**src/rtl/beta_mem_arbiter.sv**
```systemverilog
// Two-port (instruction/data) arbiter onto a single request/ack memory bus.
// Data requests win over fetches; illegal addresses and ack timeouts fault.
module beta_mem_arbiter #(
  parameter int ADDR_WIDTH = 32,
  parameter int DATA_WIDTH = 32,
  parameter int MEM_BYTES  = 65536,
  parameter int TIMEOUT    = 15
) (
  input  logic                  clk,
  input  logic                  rst,
  input  logic [ADDR_WIDTH-1:0] InstructionAddress,
  input  logic                  iReq,
  output logic [DATA_WIDTH-1:0] InstructionData,
  output logic                  instructionReady,
  output logic                  iMemfault,
  input  logic [ADDR_WIDTH-1:0] DataAddress,
  input  logic [DATA_WIDTH-1:0] DataWrite,
  input  logic                  ReadEnable,
  input  logic                  WriteEnable,
  output logic [DATA_WIDTH-1:0] DataRead,
  output logic                  dataReady,
  output logic                  dMemfault,
  output logic                  mem_req,
  output logic                  mem_we,
  output logic [ADDR_WIDTH-1:0] mem_addr,
  output logic [DATA_WIDTH-1:0] mem_wdata,
  input  logic                  mem_ack,
  input  logic [DATA_WIDTH-1:0] mem_rdata
);

  typedef enum logic [1:0] {IDLE, BUSY, DONE} state_t;

  localparam logic [ADDR_WIDTH:0] MEM_LIMIT  = (ADDR_WIDTH+1)'(MEM_BYTES);
  localparam logic [7:0]          WAIT_LAST  = 8'(TIMEOUT - 1);

  state_t                state;
  logic                  grantD;
  logic                  faultFlag;
  logic [7:0]            waitCnt;

  logic                  dPending;
  logic                  anyReq;
  logic                  isStore;
  logic                  reqLegal;
  logic [ADDR_WIDTH-1:0] reqAddr;

  function automatic logic addrLegal(input logic [ADDR_WIDTH-1:0] addr);
    return (addr[1:0] == 2'b00) && ({1'b0, addr} < MEM_LIMIT);
  endfunction

  always_comb begin
    dPending = ReadEnable | WriteEnable;
    anyReq   = dPending | iReq;
    isStore  = WriteEnable;
    reqAddr  = dPending ? DataAddress : InstructionAddress;
    reqLegal = addrLegal(reqAddr);
  end

  always_ff @(posedge clk or posedge rst) begin
    if (rst) begin
      state            <= IDLE;
      grantD           <= 1'b0;
      faultFlag        <= 1'b0;
      waitCnt          <= '0;
      mem_req          <= 1'b0;
      mem_we           <= 1'b0;
      mem_addr         <= '0;
      mem_wdata        <= '0;
      InstructionData  <= '0;
      DataRead         <= '0;
      instructionReady <= 1'b0;
      dataReady        <= 1'b0;
      iMemfault        <= 1'b0;
      dMemfault        <= 1'b0;
    end else begin
      instructionReady <= 1'b0;
      dataReady        <= 1'b0;
      iMemfault        <= 1'b0;
      dMemfault        <= 1'b0;
      case (state)
        IDLE: begin
          if (anyReq) begin
            grantD  <= dPending;
            waitCnt <= '0;
            if (!reqLegal) begin
              // Illegal address never reaches the memory bus.
              faultFlag        <= 1'b1;
              state            <= DONE;
              instructionReady <= !dPending;
              iMemfault        <= !dPending;
              dataReady        <= dPending;
              dMemfault        <= dPending;
            end else begin
              faultFlag <= 1'b0;
              state     <= BUSY;
              mem_req   <= 1'b1;
              mem_we    <= dPending && isStore;
              mem_addr  <= reqAddr;
              if (dPending && isStore) mem_wdata <= DataWrite;
            end
          end
        end
        BUSY: begin
          // Ack takes priority so an ack on the last allowed cycle is not a fault.
          if (mem_ack) begin
            mem_req   <= 1'b0;
            mem_we    <= 1'b0;
            faultFlag <= 1'b0;
            state     <= DONE;
            if (grantD) begin
              dataReady <= 1'b1;
              if (!mem_we) DataRead <= mem_rdata;
            end else begin
              instructionReady <= 1'b1;
              InstructionData  <= mem_rdata;
            end
          end else if (waitCnt == WAIT_LAST) begin
            mem_req          <= 1'b0;
            mem_we           <= 1'b0;
            faultFlag        <= 1'b1;
            state            <= DONE;
            instructionReady <= !grantD;
            iMemfault        <= !grantD;
            dataReady        <= grantD;
            dMemfault        <= grantD;
          end else begin
            waitCnt <= waitCnt + 8'd1;
          end
        end
        DONE: begin
          waitCnt <= '0;
          state   <= IDLE;
        end
        default: state <= IDLE;
      endcase
    end
  end

endmodule

```
**config.mk**
```make
export PLATFORM = sky130hd
export DESIGN_NAME = beta_mem_arbiter
export DESIGN_NICKNAME = d
export VERILOG_FILES = /design/src/rtl/beta_mem_arbiter.sv
export SDC_FILE = /design/constraint.sdc
export NUM_CORES = 1
export LEC_CHECK = 0
export CAP_MARGIN = 10
export CORE_MARGIN = 3
export CORE_UTILIZATION = 38
export DETAILED_ROUTE_END_ITERATION = 6
export GPL_ROUTABILITY_DRIVEN = 0
export PLACE_DENSITY = 0.77
export SKIP_LAST_GASP = 1
export SYNTH_ARGS = -nofsm -noshare
export SYNTH_HDL_FRONTEND = slang
export SYNTH_SLANG_ARGS = --single-unit
```
**constraint.sdc**
```tcl
create_clock -name clk -period 5.12 [get_ports clk]
set_clock_uncertainty 0.15 [all_clocks]
set_input_delay 1.024 -clock clk [delete_from_list [all_inputs] [get_ports clk]]
set_output_delay 1.024 -clock clk [all_outputs]
set_load 0.01 [all_outputs]
```
==> impl_metrics.env <==
export IMPL_status="complete, no violations"
export IMPL_tns_ps=0
export IMPL_cp_startpoint="WriteEnable"
export IMPL_postSynthAreaPerCell_um2=15.32
export IMPL_layout_common_cells="clkdlybuf4s50_1, dfrtp_1, mux2_2, mux2_4, and2_1"
export IMPL_rsz0062_at_grt="false"
export IMPL_ys_types=41
export IMPL_drive_gt1_share_pct=24.63
export IMPL_crit_path_end="mem_wdata[29]"
export IMPL_slew_violations=0
export IMPL_finalCritPeriodShare_pct=67.53
export IMPL_final_nets=798
export IMPL_final_common_cell="clkdlybuf4s50_1"
export IMPL_finish_instance_area_um2=9462
export IMPL_placed_cell_area_um2=8822
export IMPL_syn_nets=525
export IMPL_ys_seq_elements=145
export IMPL_cap_violations=0
export IMPL_worstReg2RegStart="state[0]"
export IMPL_nFillCells=1135
export IMPL_grt_pass1_wl_um=24290
export IMPL_critPathRequiredTime_ps=5260
export IMPL_io_buffers=267
export IMPL_r2r_cells=4
export IMPL_crit_arrival_ps=3600
export IMPL_wl_per_cell_um=16.59
export IMPL_cpMaxStageDelayCell="and3_2"
export IMPL_num_io_pins=268
export IMPL_r2r_end="mem_wdata[29]"
export IMPL_dp_hpwl_um=10690
export IMPL_post_cts_buffers=0
export IMPL_clock_sinks=145
export IMPL_die_y_um=131.2
export IMPL_crit_path_start_kind="input pin"
export IMPL_cts_tree="done"
export IMPL_p_per_area_nw_per_um2=288.0
export IMPL_core_area_um2=15260
export IMPL_grt_util_all_layers_pct=17.43
export IMPL_area_delta_synth_final_pct=58.77
export IMPL_drcViolationCount=0
export IMPL_grt_overflow=0
export IMPL_relSlewSlack_pct=30.61
export IMPL_grt_pass1_vias=4699
export IMPL_hp_class="reg -> reg"
export IMPL_drt_initial_drc_count=154
export IMPL_die_w_um=131.2
export IMPL_firstDrtPassIters=4
export IMPL_worstSkewPairLatency_ps=410
export IMPL_power_leakage_nw=4.221
export IMPL_cts_root_buf="clkbuf_16"
export IMPL_cts_made_buffers=17
export IMPL_synth_ff_type="dfrtp_1"
export IMPL_hold_buffers=0
export IMPL_row_count=45
export IMPL_syn_area_um2=5959
export IMPL_path_class="in -> reg"
export IMPL_rrSetupSlack_ps=2490
export IMPL_drt_total_wl_um=14690
export IMPL_antenna_cells=0
export IMPL_clockBufferDepth=2
export IMPL_vdd_drop_max_mv=0.2175
export IMPL_clk_pin_slew_ps=60
export IMPL_postRouteAntennaNets=0
export IMPL_synth_seq_area_share_pct=60.89
export IMPL_slowest_delay_ps=720
export IMPL_grt_max_degree=119
export IMPL_hold_viol=0
export IMPL_async_flop_share_pct=100.0
export IMPL_period_minus_slack_ps=3458
export IMPL_vias_per_cell=4.669
export IMPL_start_util_pct=39.06
export IMPL_setup_violations=0
export IMPL_synth_warnings=0
export IMPL_cts_max_level=4
export IMPL_synth_edf_count=0
export IMPL_cp_max_fo=24
export IMPL_end_kind="register"
export IMPL_synth_cells=389
export IMPL_path_cells="clkdlybuf4s50_1, nor2_4, nand4b_1, nor2_1, and3_2, buf_4, mux2_2"
export IMPL_max_freq_mhz=289.2
export IMPL_antenna_found_initial=0
export IMPL_ctsResizeCount=0
export IMPL_dieArea_um2=17220
export IMPL_vias=4132
export IMPL_tightestPinTransition_ps=1041
stage by stage:
stage	hold slack [ps]	cells	worst slack (ps)	util (%)	power [mW]
final	333.2	885	1662	62.01	2.725
after global routing	354.7	885	1473	62.01	2.832
after CTS	338.4	885	1659	62.01	2.760
after detailed placement	320.0	854	1224	57.82	1.415
after global placement	318.5	854	1350	57.82	1.408
after floorplan	348.0	389	51.37	-	1.258
final cells by class:
type	instances	area [µm²]	area share [%]
repair buffers	270	2695	28.48
clock buffers	18	429.2	4.536
clock inverters	13	210.2	2.222
flip-flops and latches	145	3628	38.35
well taps	211	264.0	2.790
inverters	4	20.02	0.2116
multi-input cells	224	2215	23.41
power breakdown:
group	internal, mW	switching [mW]
Clock	0.864	0.469
Sequential	1.16	0.0120
Combinational	0.140	0.0746
Total	2.17	0.556
routing by layer:
layer | routed length (µm) | global-route usage, %
met5 | 0 | 0
met3 | 1242 | 6.968
met2 | 7382 | 29.58
met4 | 269 | 6.243
met1 | 5791 | 20.02
critical path: cells and delay by family:
kind | cells | cell delay (ps)
AND/OR/NAND/NOR | 4 | 1310
buffers and inverters | 2 | 880
multiplexers | 1 | 360
registers in the layout (all words and copies together) (netlist names):
register / flops
DataRead: 32
dataReady: 1
instructionReady: 1
dMemfault: 1
mem_wdata: 32
mem_we: 1
mem_req: 1
InstructionData: 32
mem_addr: 32
iMemfault: 1
waitCnt: 8
state: 2
grantD: 1
cell families after synthesis:
group | after synthesis | share of synthesized area, %
xor gates and xnor gates | 6 | 0.8818
AOI/OAI and AO/OA | 16 | 2.016
adders and majority gates | 2 | 0.4198
and+or+nand+nor | 76 | 7.747
muxes | 124 | 25.89
buffers and inverters | 20 | 2.162
DFF | 145 | 60.89
synthesized netlist by cell type, types with 4 or more instances:
library cell	instances	share of area, %
nand2_1	9	0.57
nor2_1	14	0.88
buf_6	5	0.94
and2_1	18	1.9
o21ai_0	4	0.34
nand4_1	5	0.52
mux2_2	83	16
dfrtp_1	145	61
mux2_4	39	9.8
nor4_1	6	0.63
buf_2	4	0.34
clkbuf_1	4	0.25
xor2_1	6	0.88
inv_1	4	0.25
how the worst min path moves through the flow:
stage                   endpoint          from  depth (start not counted)
floorplan             waitCnt[7]    waitCnt[7]                          2
global placement     mem_addr[1]   mem_addr[1]                          1
detailed placement   mem_addr[1]   mem_addr[1]                          1
CTS                 mem_addr[30]  mem_addr[30]                          1
global route        mem_addr[17]  mem_addr[17]                          1
finish              mem_addr[30]  mem_addr[30]                          1
No activity file was read; power rests on OpenSTA's default activity.
